$ cat src/rtl/qy_mul_reconstruct.sv
// -----------------------------------------------------------------------------
// qy_mul_reconstruct
//
// Rebuilds a dividend from divider results, x = q*y + r, using a sequential
// shift-add multiply-accumulate that consumes one quotient bit per cycle,
// LSB first. It is the companion of the 16/8 array divider. Self-check and
// error-characterisation paths use it to measure how far approximate
// quotients and remainders drift from the original dividend.
//
// The lowest APPROX_ITERS iterations can accumulate with a bitwise OR instead
// of an add. This mirrors the divider's approximate low stages.
//
// Parameters
//   W            operand width of q, y and r; x is 2*W bits
//   APPROX_ITERS number of LSB iterations (0..W) that OR-accumulate; 0 = exact
//
// Ports
//   clk        in   clock, rising edge
//   rst        in   asynchronous active-high reset
//   in_valid   in   operand set valid
//   in_ready   out  block can accept operands (IDLE only)
//   q          in   [W]   quotient from divider
//   y          in   [W]   divisor
//   r          in   [W]   remainder from divider
//   out_valid  out  result valid (DONE only)
//   out_ready  in   consumer accepts result
//   x          out  [2W]  reconstructed dividend
//   r_ge_y     out  r >= y, i.e. remainder inconsistent (also 1 when y = 0)
//
// Timing: accept on edge E0, iterations on E1..EW, and out_valid is visible
// after EW. Back-to-back throughput is one result per W+2 cycles.
// -----------------------------------------------------------------------------
module qy_mul_reconstruct #(
    parameter int unsigned W            = 8,
    parameter int unsigned APPROX_ITERS = 0
) (
    input  logic           clk,
    input  logic           rst,
    input  logic           in_valid,
    output logic           in_ready,
    input  logic [W-1:0]   q,
    input  logic [W-1:0]   y,
    input  logic [W-1:0]   r,
    output logic           out_valid,
    input  logic           out_ready,
    output logic [2*W-1:0] x,
    output logic           r_ge_y
);

    localparam int unsigned CntW = (W > 1) ? $clog2(W) : 1;

    // Bit i set means iteration i OR-accumulates instead of adding.
    localparam logic [W-1:0] ApproxMask = W'((64'(1) << APPROX_ITERS) - 64'(1));

    if (APPROX_ITERS > W) begin : g_bad_approx_iters
        $error("qy_mul_reconstruct: APPROX_ITERS (%0d) must not exceed W (%0d)",
               APPROX_ITERS, W);
    end

    typedef enum logic [1:0] {
        StIdle = 2'd0,
        StMul  = 2'd1,
        StDone = 2'd2
    } state_e;

    state_e          state_q, state_d;
    logic [2*W-1:0]  acc_q,   acc_d;
    logic [CntW-1:0] cnt_q,   cnt_d;
    logic [W-1:0]    q_q,     q_d;
    logic [W-1:0]    y_q,     y_d;
    logic [2*W-1:0]  x_q,     x_d;
    logic            r_ge_y_q, r_ge_y_d;

    // Datapath for the current iteration.
    logic [2*W-1:0] y_shift;
    logic [2*W-1:0] acc_next;
    logic           cnt_last;
    logic           approx_iter;

    always_comb begin
        y_shift     = {{W{1'b0}}, y_q} << cnt_q;
        approx_iter = ApproxMask[cnt_q];
        cnt_last    = (cnt_q == CntW'(W - 1));
        acc_next    = acc_q;
        if (q_q[cnt_q]) begin
            if (approx_iter) begin
                acc_next = acc_q | y_shift;
            end else begin
                // Cannot overflow: (2^W-1)^2 + 2^W-1 < 2^(2W).
                acc_next = acc_q + y_shift;
            end
        end
    end

    // Next-state logic.
    always_comb begin
        state_d  = state_q;
        acc_d    = acc_q;
        cnt_d    = cnt_q;
        q_d      = q_q;
        y_d      = y_q;
        x_d      = x_q;
        r_ge_y_d = r_ge_y_q;

        unique case (state_q)
            StIdle: begin
                if (in_valid) begin
                    q_d      = q;
                    y_d      = y;
                    acc_d    = {{W{1'b0}}, r};
                    r_ge_y_d = (r >= y);
                    cnt_d    = '0;
                    state_d  = StMul;
                end
            end
            StMul: begin
                acc_d = acc_next;
                cnt_d = cnt_q + 1'b1;
                if (cnt_last) begin
                    x_d     = acc_next;
                    cnt_d   = '0;
                    state_d = StDone;
                end
            end
            StDone: begin
                // The consuming edge only returns to IDLE. A new operand is
                // accepted no earlier than the following edge.
                if (out_ready) begin
                    state_d = StIdle;
                end
            end
            default: begin
                state_d = StIdle;
            end
        endcase
    end

    always_ff @(posedge clk or posedge rst) begin
        if (rst) begin
            state_q  <= StIdle;
            acc_q    <= '0;
            cnt_q    <= '0;
            q_q      <= '0;
            y_q      <= '0;
            x_q      <= '0;
            r_ge_y_q <= 1'b0;
        end else begin
            state_q  <= state_d;
            acc_q    <= acc_d;
            cnt_q    <= cnt_d;
            q_q      <= q_d;
            y_q      <= y_d;
            x_q      <= x_d;
            r_ge_y_q <= r_ge_y_d;
        end
    end

    assign in_ready  = (state_q == StIdle);
    assign out_valid = (state_q == StDone);
    assign x         = x_q;
    assign r_ge_y    = r_ge_y_q;

endmodule

$ cat config.mk
export PLATFORM = sky130hd
export DESIGN_NAME = qy_mul_reconstruct
export DESIGN_NICKNAME = d
export VERILOG_FILES = /design/src/rtl/qy_mul_reconstruct.sv
export SDC_FILE = /design/constraint.sdc
export NUM_CORES = 1
export LEC_CHECK = 0
export CAP_MARGIN = 20
export CORE_MARGIN = 3
export CORE_UTILIZATION = 45
export DETAILED_ROUTE_END_ITERATION = 12
export PLACE_DENSITY = 0.67
export REMOVE_ABC_BUFFERS = 1
export SLEW_MARGIN = 20
export SYNTH_ARGS = -nofsm -noshare
export SYNTH_HDL_FRONTEND = slang
export SYNTH_SLANG_ARGS = --single-unit
$ cat constraint.sdc
create_clock -name clk -period 6.55 [get_ports clk]
set_input_delay 0.9825 -clock clk [delete_from_list [all_inputs] [get_ports clk]]
set_output_delay 0.9825 -clock clk [all_outputs]
set_load 0.02 [all_outputs]
Word-level counts from Yosys, hierarchy flattened. Memory sizes are Yosys's and may differ from the RTL's. Index checks and enable logic that the tools add are counted.

Logic and storage cells: 40. Memories kept: 1. Register bits: 54. ROM bits: 8.

Shift operators: 1. Magnitude comparators: 2. Reduce and logical (&&, ||, !) cells: 6. Eq/ne operators: 6. Multiplexer cells: 14. Bitwise gates (word level): 1. Add/subtract/negate cells: 2.

Memory list: (name not given) (words 8, width 1, read ports 1, clocked after memory_dff 0, wr ports 0, line 82) `approx_iter = ApproxMask[cnt_q];`.

Operators with widths (count): 2-to-1 mux 16 bit (3); case mux 16 bit (2 select lines) (1); adder 16 bit (1); OR 16 bit (1); << shifter 8 x 3 -> 16 bit (1); greater-or-equal comparator 8 bit (1); 2-to-1 mux 2 bit (3); 2-to-1 mux 3 bit (2); case mux 2 bit (3 select lines) (1); case mux 3 bit (2 select lines) (1); AND reduction 2 bit (3); < comparator 3 x 4 -> 1 bit, second input constant (1); inequality test 2 bit, second input constant (2); adder 3 x 1 -> 3 bit, second input constant (1); binary-select mux 1 bit (select 3 bit) (1); == test 3 bit, second input constant (1); AND reduction 3 bit (1); == test 2 x 1 -> 1 bit, second input constant (1); == test 2 bit, second input constant (1); zero test 2 bit (1); 2-to-1 mux 1 bit (2); inequality test 2 x 1 -> 1 bit, second input constant (1); nonzero test 2 bit (1).

Logic depth before layout (Yosys ltp).
Depth after elaboration: 5. Gate-level depth with buffers: 13.

Worst setup path after synthesis. Ideal clock, no wire load.

Path type: flip-flop to flip-flop. Start: reg cnt_q[0]. End: reg x_q[14] (netlist: x[14]). Period minus slack after synthesis: 3.092 ns. Buffers on the path: 2. Slack: 3.458 ns. Data arrival time: 3.012 ns. Stages on the path, launching flop included: 13. Required time: 6.470 ns. Setup time: 0.080 ns. Cell sequence: dfrtp_1 buf_6 clkbuf_1 mux2_2 o21ai_0 o22ai_1 ha_1 a21o_1 or3_1 o21ai_0 o21ai_0 mux2_4 nor3_2.

Cells in the longest elaborated chain, start to end: 4. Elaborated cells between the ends (all ways): 11. Classes of those cells: add/sub (1); eq/ne (1); shift (1); mux (5); bitwise (1); reduce/logical (1); memory (1).

RTL lines: start: declaration (line 68) `logic [CntW-1:0] cnt_q, cnt_d;`; start signal: assignment (line 150) `cnt_q <= cnt_d;`; << shifter 8 x 3 -> 16 bit / memory read (8 x 1 bit) (equally long branches); adder 16 bit (tied with other cells) (line 90) `acc_next = acc_q + y_shift;`; 2-to-1 mux 16 bit (line 86) `if (approx_iter) begin`; 2-to-1 mux 16 bit (line 85) `if (q_q[cnt_q]) begin`; end signal: assignment (line 145) `x_q <= '0;`; end signal: assignment (line 153) `x_q <= x_d;`; end: declaration (line 71) `logic [2*W-1:0] x_q, x_d;`.

Several ways; a longest one is shown, not always the timed one. The select of a mux whose other input is x is not followed. A chain may end at the register's enable or synchronous reset.

Worst setup path in the final report. Same ends and word-level chain as after synthesis.

==> run_results.csv <==
group,metric,value,unit
run,maxCapViolations,0,
cts,cts_buffer_depth,2,
die,fp-row-count,31,
timing,max_freq,286.9,MHz
synthesis,synth_area_leaders,"dfrtp_1 (38%), ha_1 (8.9%), nand2_1 (7.6%)",
grt,antenna_found_initial,0,
timing,timing.final.ws_setup,3.064,ns
die,boundaryPins,47,
timing,tns,0,ns
cts,hold_buffers,0,
power,ir_drop,287.1,uV
synthesis,synth_top_area_cell,"dfrtp_1",
synthesis,ys_types,54,
run_status,status,"finished, final reports clean",
synthesis,yosys_warnings,0,
timing,tightest_slew,0.8736,ns
power,power.density,569.2,nW/um^2
finish,final_util,0.5526,
power,comb_power_share,0.647,
detailed_routing,drc,0,
detailed_routing,first_pass_iters,4,
cts,htree_levels,2,
timing,min_period,3.486,ns
synthesis,synth.avg_cell_area,8.768,sq um
cts,numClockSinks,54,
timing,clock_skew,0.01293,ns
critical_path,worstPathArrival,3.72,ns
finish,area_growth,16.15,%
detailed_routing,drtAntennaViolNets,0,
placement,dp_hpwl,5.996,mm
power,p_sw_frac,0.4922,
power,seqPwrFrac,0.272,
die,die_area,8930,sq um
detailed_routing,wl_per_cell,15.54,um
cts,clk_pin_slew,0.09,ns
synthesis,synth_area,3525,sq um
critical_path,rrSetupSlack,3.06,ns
grt,grt.total_usage,0.1981,
synthesis,synth-edff-count,0,
finish,fin_area,4094,sq um
grt,grt_max_degree,55,
synthesis,yosys.area.top_type_share,0.3834,
synthesis,synthCells,402,
placement,portBuffers,46,
placement,place_ws,3.112,ns
placement,placed_area,4011,sq um
grt,grt_pass1_vias,2954,
synthesis,yosysMostFrequentCell,"nand2_1",
power,p_leak,1.910,nW
die,die_x,94.50,um
critical_path,setup.worst_path.class,"reg2reg",
die,start_util,0.4758,
critical_path,cp-end-kind,"register",
finish,drive_above_1_share,0.05760,
synthesis,ys_ff_latch,54,
grt,overflow,0,
cts,numCtsBuffers,5,
power,clkPwrFrac,0.081,
cts,cts_tree,"yes",
detailed_routing,routed_via_density,5.593,
detailed_routing,drtIter0Drc,175,
synthesis,ys_async_sr_fraction,1.000,
timing,finalSetupViolations,0,
die,fp.dieH,94.50,um
grt,grt_pass1_wl,14.08,mm
detailed_routing,routed_wl,8.281,mm
timing,slew_viol_final,0,
cts,post_cts_buffers,0,
critical_path,crit_required,6.79,ns
timing,grt_setup_unrepaired,"no",
cts,ctsRootBufferMaster,"clkbuf_8",
cts,cts-resized-gates,0,
critical_path,cp_max_fo,16,
detailed_routing,vias,2981,
finish,diodes,0,
synthesis,ys_seq_area_frac,0.3834,
power,internal-power,1.183,mW
synthesis,synth_flop_cell,"dfrtp_1",
cts,clock_latency,0.31,ns
placement,routabilityCongestion,0.9536,
timing,hold_viol,0,
power,switchingPower,1.147,mW
finish,nets,489,
hold_path,hold_path.class,"reg2reg",
timing,post-route-period-util,0.5322,
timing,relSlewSlack,0.4176,
die,core,7408,sq um
synthesis,ys_top_cells_by_count,"nand2_1 (71), dfrtp_1 (54), nor2_1 (28)",
critical_path,critPathLaunchType,"register",
[layer usage]
metal	GRT usage	vias up	share of wire
met1	0.2760	1418	0.47
met2	0.3162	71	0.47
met5	0	-	0
li1	-	1481	-
met4	0.06611	0	0.017
met3	0.03028	11	0.044
[critical path, cell delays in order, from the launching register on]
cell	delay, ns
dfrtp_1	0.78
mux2_2	0.42
nor2_1	0.10
a21oi_1	0.07
nor2_1	0.12
a21oi_1	0.06
ha_1	0.40
a21o_1	0.22
or3_1	0.32
o21ai_0	0.25
o21ai_0	0.21
mux2_4	0.34
nor3_2	0.14
[path summary, 6_finish.rpt]
check | depth (start not counted) | startpoint | end
max | 12 | cnt_q[0] | x[14]
min | 2 | x[15] | x[15]
max reg2reg | 12 | cnt_q[0] | x[14]
min reg2reg | 2 | x[15] | x[15]
max in group asynchronous | 3 | rst | acc_q[12]
min in group asynchronous | 3 | rst | q_q[5]
[metrics by stage]
step                      power [mW]  hold slack (ns)  instances
after floorplan                1.714           0.4379        381
after global placement         2.106           0.4614        527
after detailed placement       2.134           0.4589        527
after CTS                      2.330           0.4872        533
after global routing           2.553           0.5037        533
final                          2.330           0.4831        533
[power groups by stage]
stage / combinational, mW / clock [mW] / sequential (mW)
floorplan: 1.05 / 0 / 0.667
global placement: 1.47 / 0 / 0.639
detailed placement: 1.49 / 0 / 0.642
CTS: 1.50 / 0.193 / 0.635
global route: 1.69 / 0.207 / 0.660
finish: 1.51 / 0.189 / 0.635
[cell type report]
class	count	area (sq um)
fillers	706	3314
multi-input cells	308	1997
flip-flops and latches	54	1351
repair buffers	47	467.9
well taps	99	123.9
clock buffers	6	82.58
inverters	19	71.32
[kinds of logic (layout without fill, tap and decap cells)]
logic type                 after synthesis  count (layout)  share of synthesized area
and+or+nand+nor                        146             146                     0.1832
AOI/OAI and AO/OA                      107             107                     0.2038
DFF                                     54              54                     0.3834
buffers and inverters                   40              72                    0.05005
adders and majority gates               26              26                    0.09443
muxes                                   17              17                    0.05538
xor gates and xnor gates                12              12                    0.02982
[sequential cells by signal, indices dropped and copies added, names as in the netlist]
name and count:
q_q 8, cnt_q 3, state_q 2, acc_q 16, x 16, y_q 8, r_ge_y 1
[placed cells by master (no fill, tap or decap), types with 2 or more instances in the layout]
master / n
nand2_1: 71
dfrtp_1: 54
clkdlybuf4s50_1: 46
nor2_1: 28
a21oi_1: 26
ha_1: 25
o21ai_0: 21
inv_1: 18
nand3_1: 12
nor3_1: 9
mux2i_1: 9
a21o_1: 7
nand2b_1: 6
mux2_2: 6
o21ai_1: 6
xor2_1: 6
xnor2_1: 6
a22o_1: 6
clkbuf_8: 6
o22ai_1: 5
and3_1: 5
a31oi_1: 5
o31ai_1: 4
nand4_1: 4
a22oi_1: 4
o21bai_1: 4
nor2b_1: 3
o211ai_1: 3
and2_1: 2
a211o_1: 2
a31o_2: 2
a211oi_1: 2
(Power assumes the default switching activity.)
==> patch 1, RTL diff (same settings) <==
`x_q` no longer has a reset.
--- a/src/rtl/qy_mul_reconstruct.sv
+++ b/src/rtl/qy_mul_reconstruct.sv
@@ -143,5 +143,4 @@
             q_q      <= '0;
             y_q      <= '0;
-            x_q      <= '0;
             r_ge_y_q <= 1'b0;
         end else begin
@@ -151,7 +150,10 @@
             q_q      <= q_d;
             y_q      <= y_d;
-            x_q      <= x_d;
             r_ge_y_q <= r_ge_y_d;
         end
+    end
+
+    always_ff @(posedge clk) begin
+        x_q <= x_d;
     end
 
Behaviour: not the same (Yosys sat finds a counterexample within 10 cycles, from zero or initial values and one cycle with rst high; the reset may be asserted at any time).
==> patch 1 against the original RTL <==
- sequential power decreased by 1%
- final area decreased by 1.3%
- critical path depth decreased by 2
- total power decreased by 5.8%
- wire length decreased by 7.6%
- setup slack got worse by 49 ps
- sequential cell count unchanged
- combinational power decreased by 9%
- area after synthesis decreased by 2.7%
- largest cell class unchanged
==> patch 1: results (changes against the original RTL) <==
Iteration-0 DRC Markers=160 (was 175); multi-input combinational area share=46.0% (was 48.8%); crit path capture=x[12] (was x[14]); status=complete, no violations (unchanged); register area share after synthesis=41.8% (was 38.3%); Reg area=1430 µm² (was 1350 µm²); hpwl dp=5.82 mm (was 6.00 mm); synthesized instance count=353 (was 402); Non-CTS buffers=48 (was 47); fraction of registers with async set/reset=70.4% (was 100%); critical path peak fanout=14 (was 16); inverter count=15 (was 19); CP max stage delay=730 ps (was 780 ps); via count=2647 (was 2981); Synth Area in Compound Gates=18.4% (was 20.4%); Max rail drop VDD=0.210 mV (was 0.287 mV); Synth cell types=55 (was 54); nets=447 (was 489); Static Leakage=1.84 nW (was 1.91 nW); Commonest cells post-synth=nand2_1, dfrtp_1, ha_1, o21ai_0, nor2_1 (was nand2_1, dfrtp_1, nor2_1, a21oi_1, ha_1); largest net degree at the start of global routing=39 (was 55); Seq Cell Count=54 (unchanged); Post-synth EDFFs=16 (was 0); Hold Path Sink=q_q[5] (was x[15]); met2 usage=29.4% (was 31.6%); GPL Wtd Cong=0.914 (was 0.954); Setup WS post-layout=3010 ps (was 3060 ps); Multi-Input Combinational=269 (was 308); cells on worst reg2reg path=10 (was 12); GRT Overall Usage=18.8% (was 19.8%); mux cell area share after synthesis=8.07% (was 5.54%); first-pass GRT wire length=12.9 mm (was 14.1 mm); Worst Path Arrival=3600 ps (was 3720 ps); largest cells by area after synthesis=dfrtp_1, edfxtp_1, ha_1, nand2_1, mux2_2 (was dfrtp_1, ha_1, nand2_1, a21oi_1, nor2_1); hold wc startpoint=q_q[5] (was x[15]); clk_skew=10.0 ps (was 12.9 ps); Synth Area in XOR/XNOR=2.81% (was 2.98%); DP Cell Count=485 (was 527); DP Area=3950 µm² (was 4010 µm²); slew at the pin closest to its max-slew limit=841 ps (was 874 ps); met3 Track Usage GR=2.74% (was 3.03%); Post-Synth Adder-Cell Area=9.71% (was 9.44%); WL/cell=15.5 µm (about the same); DR vias/cell=5.37 (was 5.59); NonClk Buf Share=11.8% (was 11.4%)
-- patch 1: worst reg2reg max path, delay by kind of cell, from the launching register on --
family / cells / cell delay [ps]
AOI/OAI and AO/OA: 6 / 1400
xor gates and xnor gates: 1 / 110
DFF: 1 / 730
muxes: 2 / 690
adders and majority gates: 1 / 360
-- patch 1: report_power, final --
group / switching (mW) / internal, mW / leakage, nW
clock network: 0.112 / 0.0853 / 0.0472
registers: 0.118 / 0.508 / 0.624
logic: 0.790 / 0.581 / 1.17
-- patch 1: kinds of logic (layout without fill, tap and decap cells) --
kind of cell	after synthesis	after routing
AND/OR/NAND/NOR	122	122
AO/OA/AOI/OAI	88	88
flip-flops	54	54
buffers and inverters	30	71
adder cells (fa/ha/maj)	26	26
multiplexers	22	22
XOR/XNOR	11	11
-- patch 1: metal layers --
metal	routed length, µm	up-vias
met2	3500	60
met4	54	0
met3	316	4
met1	3780	1250
met5	0	-
li1	-	1333
==> patch 2, RTL diff (same settings) <==
Made on the original files. Set the parameter `W` to 16 (it was 8).
--- a/src/rtl/qy_mul_reconstruct.sv
+++ b/src/rtl/qy_mul_reconstruct.sv
@@ -32,5 +32,5 @@
 // -----------------------------------------------------------------------------
 module qy_mul_reconstruct #(
-    parameter int unsigned W            = 8,
+    parameter int unsigned W            = 16,
     parameter int unsigned APPROX_ITERS = 0
 ) (
Ports: changed (resized q, r, x and y); port bits go from 47 to 87. No check against the original RTL was run, so the function may have changed too.
==> patch 2 against the original RTL <==
- area after synthesis increased by 100%
- sequential cell count increased by 49
- count of clock-buffer cells in the layout increased by 5
- final area increased by 110%
- setup slack got worse by 1100 ps
- wire length increased by 140%
Power is left out: the tool's default activity adds up to more than one toggle a clock period on the data nets, which glitch-free logic cannot reach.
==> patch 2: results (changes against the original RTL) <==
status=complete, no violations (unchanged); Worst Path Arrival=4770 ps (was 3720 ps); H-Tree Depth=3 (was 2); Final min period=4550 ps (was 3490 ps); vias in the first global route=5973 (was 2954); met3 Track Usage GR=4.31% (was 3.03%); NonClk Buf Share=11.1% (was 11.4%); crit path capture=acc_q[27] (was x[14]); Reg area=2580 µm² (was 1350 µm²); Commonest cells post-synth=nand2_1, dfrtp_1, o21ai_0, nor2_1, a21oi_1 (was nand2_1, dfrtp_1, nor2_1, a21oi_1, ha_1); Hold Path Sink=q_q[1] (was x[15]); largest net degree at the start of global routing=67 (was 55); routed length on met3=1.01 mm (was 367 µm); DR vias/cell=5.55 (was 5.59); Synth Area in XOR/XNOR=3.54% (was 2.98%); Iteration-0 DRC Markers=449 (was 175); inverter count=27 (was 19); CTS Buf Count=9 (was 5); met1 Resource Use GR=33.8% (was 27.6%); metal2 WL=8.70 mm (was 3.87 mm); Synth cell types=64 (was 54); Area Growth Syn to Fin=18.2% (was 16.2%); DP Area=8160 µm² (was 4010 µm²); final core occ=54.9% (was 55.3%); syn_area_per_cell=8.23 µm² (was 8.77 µm²); number of clock buffers in the layout=11 (was 6); clk_skew=10.9 ps (was 12.9 ps); GRT Overall Usage=22.7% (was 19.8%)
==> patch 2: cell count changes after synthesis, sizes merged, moves of 20 or more <==
| cell | before | now |
|---|---|---|
| clkbuf | 13 | 33 |
| nand2 | 71 | 175 |
| ha | 25 | 48 |
| nor2 | 29 | 71 |
| dfrtp | 54 | 103 |
| o21ai | 27 | 85 |
| a21oi | 27 | 68 |
| a21o | 7 | 29 |
==> patch 2: worst max-delay path: stages, from the launching register on <==
cell,delay [ps]
dfrtp_1,920
buf_4,300
mux2_2,350
o21ai_0,300
nor2_1,70
a21oi_1,190
nor2_1,70
ha_1,200
a21o_1,200
a21o_1,220
a2111oi_4,370
o21ai_2,120
and3_1,160
or4_4,460
a31oi_4,190
xor2_1,190
o21ai_0,90
==> patch 2: cells by family (layout without fill, tap and decap cells) <==
logic type,count (synthesis),after routing
AO/OA/AOI/OAI,250,250
XOR/XNOR,29,29
adder cells (fa/ha/maj),49,49
buffers and inverters,77,140
flip-flops,103,103
multiplexers,32,32
AND/OR/NAND/NOR,332,332
